### config.mk
export PLATFORM = sky130hd
export DESIGN_NAME = pwm_left_decoder
export DESIGN_NICKNAME = d
export VERILOG_FILES = /design/src/rtl/pwm_pkg.sv /design/src/rtl/pwm_sync.sv /design/src/rtl/pwm_left_decoder.sv
export SDC_FILE = /design/constraint.sdc
export NUM_CORES = 1
export LEC_CHECK = 0
export ABC_AREA = 0
export BUFFER_PORTS_ARGS = -buffer_cell sky130_fd_sc_hd__buf_2
export CORE_MARGIN = 3
export CORE_UTILIZATION = 59
export DETAILED_ROUTE_END_ITERATION = 6
export HOLD_SLACK_MARGIN = 0.15
export PLACE_DENSITY_LB_ADDON = 0.2
export SLEW_MARGIN = 20
export SYNTH_ARGS = -nofsm -noshare
export SYNTH_HDL_FRONTEND = slang
export SYNTH_SLANG_ARGS = --single-unit
### constraint.sdc
create_clock -name clk -period 2.2 [get_ports clk]
set_input_delay 0.44 -clock clk [delete_from_list [all_inputs] [get_ports clk]]
set_output_delay 0.44 -clock clk [all_outputs]
set_load 0.01 [all_outputs]
### src/rtl/pwm_pkg.sv
// pwm_pkg: shared constants and decoder state type for the PWM blocks
package pwm_pkg;
    localparam int PWM_PERIOD = 256;
    localparam int PWM_CNT_W  = $clog2(PWM_PERIOD) + 1;
    typedef enum logic {SEARCH, LOCKED} pwm_dec_state_t;
endpackage

### src/rtl/pwm_sync.sv
// pwm_sync: multi-flop synchronizer for an asynchronous level input, resets to 0
module pwm_sync #(
    parameter int SYNC_STAGES = 2
) (
    input  logic clk,
    input  logic reset_n,
    input  logic d,
    output logic q
);
    logic [SYNC_STAGES-1:0] sr;
    always_ff @(posedge clk or negedge reset_n) begin
        if (!reset_n) sr <= '0;
        else sr <= {sr[SYNC_STAGES-2:0], d};
    end
    assign q = sr[SYNC_STAGES-1];
endmodule

### src/rtl/pwm_left_decoder.sv
// pwm_left_decoder: measures high ticks per frame of a left-aligned PWM input,
// aligning frames on the frame-start rising edge
module pwm_left_decoder
    import pwm_pkg::*;
#(
    parameter int PERIOD      = PWM_PERIOD,
    parameter int CNT_W       = PWM_CNT_W,
    parameter int SYNC_STAGES = 2
) (
    input  logic             clk,
    input  logic             reset_n,
    input  logic             enable,
    input  logic             pwm_in,
    output logic [CNT_W-1:0] duty_cycle,
    output logic             valid,
    output logic             locked,
    output logic             sync_err
);
    localparam logic [CNT_W-1:0] PER      = CNT_W'(PERIOD);
    localparam logic [CNT_W-1:0] LAST_RUN = CNT_W'(PERIOD - 1);
    pwm_dec_state_t state, state_nxt;
    logic sample, prev, rise, boundary, run_done, publish, err;
    logic [CNT_W-1:0] tick_cnt, high_cnt, run_cnt, pub_val;

    pwm_sync #(.SYNC_STAGES(SYNC_STAGES)) u_sync (
        .clk(clk),
        .reset_n(reset_n),
        .d(pwm_in),
        .q(sample)
    );

    assign rise = enable & sample & ~prev;

    always_ff @(posedge clk or negedge reset_n) begin
        if (!reset_n) state <= SEARCH;
        else state <= state_nxt;
    end

    always_comb state_nxt = rise ? LOCKED : state;

    always_comb locked = (state == LOCKED);

    // A rise on the boundary tick is the expected frame start, not an error
    always_comb begin
        boundary = (state == LOCKED) && (tick_cnt == PER);
        run_done = (state == SEARCH) && (sample == prev) && (run_cnt == LAST_RUN);
        publish  = enable & (boundary | run_done);
        err      = rise & (state == LOCKED) & ~boundary;
        pub_val  = boundary ? high_cnt : (sample ? PER : '0);
    end

    always_ff @(posedge clk or negedge reset_n) begin
        if (!reset_n) begin
            prev       <= 1'b0;
            tick_cnt   <= '0;
            high_cnt   <= '0;
            run_cnt    <= '0;
            duty_cycle <= '0;
            valid      <= 1'b0;
            sync_err   <= 1'b0;
        end else begin
            valid    <= publish;
            sync_err <= err;
            if (publish) duty_cycle <= pub_val;
            if (enable) begin
                prev    <= sample;
                run_cnt <= (state == LOCKED || sample != prev || run_done) ? '0 : run_cnt + 1'b1;
                if (state == LOCKED || rise) begin
                    tick_cnt <= (boundary || rise) ? CNT_W'(1) : tick_cnt + 1'b1;
                    high_cnt <= boundary ? CNT_W'(sample) : rise ? CNT_W'(1) : high_cnt + CNT_W'(sample);
                end
            end
        end
    end
endmodule
==> results.py <==
metrics = {
    "setup_path": {
        "critPathRequiredTime_ns": 2.46,
        "crit_buf_inv": 2,
        "worstReg2RegStart": "tick_cnt[0]$_DFFE_PN0P_",
        "crit_path_top_delay_cell": "or4b_4",
        "reg2reg_to": "tick_cnt[7]$_DFFE_PN0P_",
        "regToRegSetupSlack_ns": 0.09,
        "r2r_cells": 7,
        "startpoint_type": "register",
        "crit_chain": "inv_1, ha_1, or4b_4, or3_4, a21oi_4, buf_12, a21oi_1",
        "critical_path_peak_fanout": 14,
        "critPathArrivalTime_ns": 2.38,
        "slowest_delay_ns": 0.49,
        "worstSetupPathType": "reg -> reg",
        "end_kind": "register",
        "crit_family": "simple AND/OR/NAND/NOR gates",
    },
    "route": {
        "post_drt_wl_per_cell_um": 15.2,
        "viasPerCell": 5.93,
        "vias": 1624,
        "dr.pass1.iters": 5,
        "detail_route.iter0.violations": 186,
        "postRouteAntennaNets": 0,
        "drc": 0,
        "finalWirelength_um": 4160,
    },
    "logic_synthesis": {
        "synth_fa_ha_area_frac": 0.0363,
        "ys_seq_area_frac": 0.508,
        "syn-num-nets": 216,
        "synth_area_sq_um": 2070,
        "yosysWarnings": 0,
        "synth_async_sr_flop_share": 1.00,
        "synth_top_family_by_area": "simple AND/OR/NAND/NOR gates",
        "synthMuxAreaShare": 0.0151,
        "syn_avg_cell_area_sq_um": 10.1,
        "synth_simple_gate_area_share": 0.210,
        "synthXorXnorAreaFrac": 0.0592,
        "ys_ff_latch": 42,
        "synth_compound_area_frac": 0.139,
        "synth_flop_cell": "dfrtp_1",
        "ys_types": 41,
        "synth_edf_count": 0,
        "synthCells": 206,
    },
    "clocking": {
        "root_buffer": "clkbuf_4",
        "htreeDepth": 2,
        "cts_resized": 0,
        "clock_latency_ns": 0.37,
        "postCtsSetupBuffers": 0,
        "tritoncts": "yes",
        "cts_buffers": 5,
        "ctsHoldBuffers": 1,
        "clk_pin_slew_worst_paths_ns": 0.12,
        "clkSinkCount": 42,
        "clock_path_buffers": 2,
    },
    "sta": {
        "maxSlewHeadroom": 0.651,
        "rsz0062_at_grt": "false",
        "clock_skew_ns": 0.0103,
        "setup_violations": 0,
        "fmax_mhz": 474,
        "tns_ns": 0,
        "period_share": 0.959,
        "timing.final.hold_violations": 0,
        "maxSlewViolCount": 0,
        "hold-worst-slack_ns": 0.176,
        "max_slew.worst_pin.slew_ns": 0.519,
        "fin_crit_ns": 2.11,
    },
    "floorplan": {
        "start_util": 0.646,
        "die_h_um": 65.2,
        "row_count": 20,
        "die_w_um": 65.2,
        "die_area_sq_um": 4260,
        "core_area_sq_um": 3200,
        "io_pins": 16,
    },
    "placed_design": {
        "routabilityCongestion": 0.914,
        "place_inst": 265,
        "hpwl_um": 2950,
        "dpl_cell_area_sq_um": 2240,
        "port_buffers": 15,
    },
    "layout": {
        "drive_gt1_frac": 0.200,
        "stdcell_count": 274,
        "nFillCells": 245,
        "utilization": 0.727,
        "final_nets": 239,
        "syn_to_final_growth_pct": 12.5,
        "final_area_sq_um": 2330,
        "antenna_cells": 0,
    },
    "run_status": {
        "status": "completed",
    },
    "job": {
        "drv_cap": 0,
    },
    "power": {
        "cellLeakagePower_nw": 1.07,
        "ir_drop_uv": 522,
        "p_per_area_nw_per_um2": 729,
    },
    "grt": {
        "track_usage": 0.228,
        "grt_start_max_net_pins": 43,
        "grt_pass1_vias": 1661,
        "overflow": 0,
        "antenna_found_initial": 0,
        "grt_pass1_wl_um": 7490,
    },
    "hold_path": {
        "hold_start": "pwm_in",
        "hold_class": "in -> reg",
        "hold_end": "u_sync.sr[0]$_DFF_PN0_",
        "min_path_cells": 1,
    },
}
==> metrics by stage <==
| step | setup slack, ns | total power [mW] |
|---|---|---|
| floorplan | 0.191 | 1.12 |
| global placement | 0.196 | 1.19 |
| detailed placement | 0.102 | 1.21 |
| CTS | 0.0763 | 1.71 |
| global route | 0.0122 | 1.78 |
| finish | 0.0894 | 1.70 |
==> placed cells by master (no fill, tap or decap), types with 2 or more instances in the layout <==
cell	synthesis	layout
a21oi_1	8	8
and3_1	8	8
buf_12	0	2
buf_2	0	15
buf_4	1	5
clkbuf_4	0	5
dfrtp_1	42	42
ha_1	6	6
inv_1	7	7
mux2i_1	2	2
nand2_1	29	29
nand3b_1	2	2
nand4_1	5	5
nor2_1	8	8
nor2_2	9	9
nor3_1	2	2
o211ai_1	10	10
o21ai_0	9	9
o21ai_1	10	10
or3_1	8	8
xnor2_1	2	2
xor2_1	12	12
==> worst max path at each step <==
stage / startpoint / end / slack (ns) / cells past startpoint
4_1_cts: tick_cnt[0]$_DFFE_PN0P_ / tick_cnt[8]$_DFFE_PN0P_ / 0.08 / 7
3_3_place_gp: tick_cnt[0]$_DFFE_PN0P_ / tick_cnt[7]$_DFFE_PN0P_ / 0.20 / 7
2_1_floorplan: tick_cnt[0]$_DFFE_PN0P_ / high_cnt[2]$_DFFE_PN0P_ / 0.19 / 7
6_report: tick_cnt[0]$_DFFE_PN0P_ / tick_cnt[7]$_DFFE_PN0P_ / 0.09 / 7
5_1_grt: tick_cnt[0]$_DFFE_PN0P_ / tick_cnt[7]$_DFFE_PN0P_ / 0.01 / 7
3_5_place_dp: tick_cnt[0]$_DFFE_PN0P_ / tick_cnt[8]$_DFFE_PN0P_ / 0.10 / 7
==> worst reg2reg max path: cells and delay by family, from the launching register on <==
family	cells	cell delay, ns
AO/OA/AOI/OAI	2	0.22
AND/OR/NAND/NOR	2	0.91
adder cells (fa/ha/maj)	1	0.16
flip-flops	1	0.44
buffers and inverters	2	0.28
==> power by group <==
part	switching [mW]	internal, mW
Combinational	0.153	0.118
Sequential	0.0863	0.842
Clock	0.259	0.240
Total	0.499	1.20
==> state kept, by name (all words and copies together), names as in the netlist <==
signal,flops
run_cnt,9
sync_err,1
u_sync.sr,2
prev,1
locked,1
high_cnt,9
tick_cnt,9
valid,1
duty_cycle,9
==> routing by layer <==
| layer | vias up | wire length (um) | share of wire | global-route usage |
|---|---|---|---|---|
| met5 | - | 0 | 0 | 0 |
| met4 | 0 | 87 | 0.021 | 0.101 |
| li1 | 767 | - | - | - |
| met1 | 796 | 1780 | 0.43 | 0.278 |
| met3 | 10 | 215 | 0.052 | 0.0462 |
| met2 | 51 | 2070 | 0.50 | 0.389 |
==> final cells by class <==
class | count | area (sq um) | share of cell area
flip-flops and latches | 42 | 1050 | 0.451
multi-input cells | 149 | 952 | 0.409
repair buffers | 23 | 163 | 0.0698
well taps | 44 | 55.1 | 0.0236
clock buffers | 6 | 41.3 | 0.0177
clock inverters | 2 | 37.5 | 0.0161
inverters | 8 | 30.0 | 0.0129
==> cell usage after synthesis, drive strengths merged, types with 5 or more instances <==
| library cell | count | area share |
|---|---|---|
| or3 | 9 | 0.030 |
| nand4 | 5 | 0.015 |
| and3 | 8 | 0.024 |
| nand2 | 29 | 0.053 |
| dfrtp | 42 | 0.51 |
| clkbuf | 5 | 0.0091 |
| a21oi | 10 | 0.031 |
| ha | 6 | 0.036 |
| xor2 | 12 | 0.051 |
| o211ai | 10 | 0.036 |
| nor2 | 17 | 0.042 |
| inv | 8 | 0.015 |
| o21ai | 19 | 0.046 |
==> cells by family after synthesis <==
group,Yosys count
XOR/XNOR,14
buffers and inverters,15
flip-flops,42
AO/OA/AOI/OAI,46
AND/OR/NAND/NOR,80
adder cells (fa/ha/maj),6
multiplexers,3
Note: power is estimated with default switching activity, not from simulation.
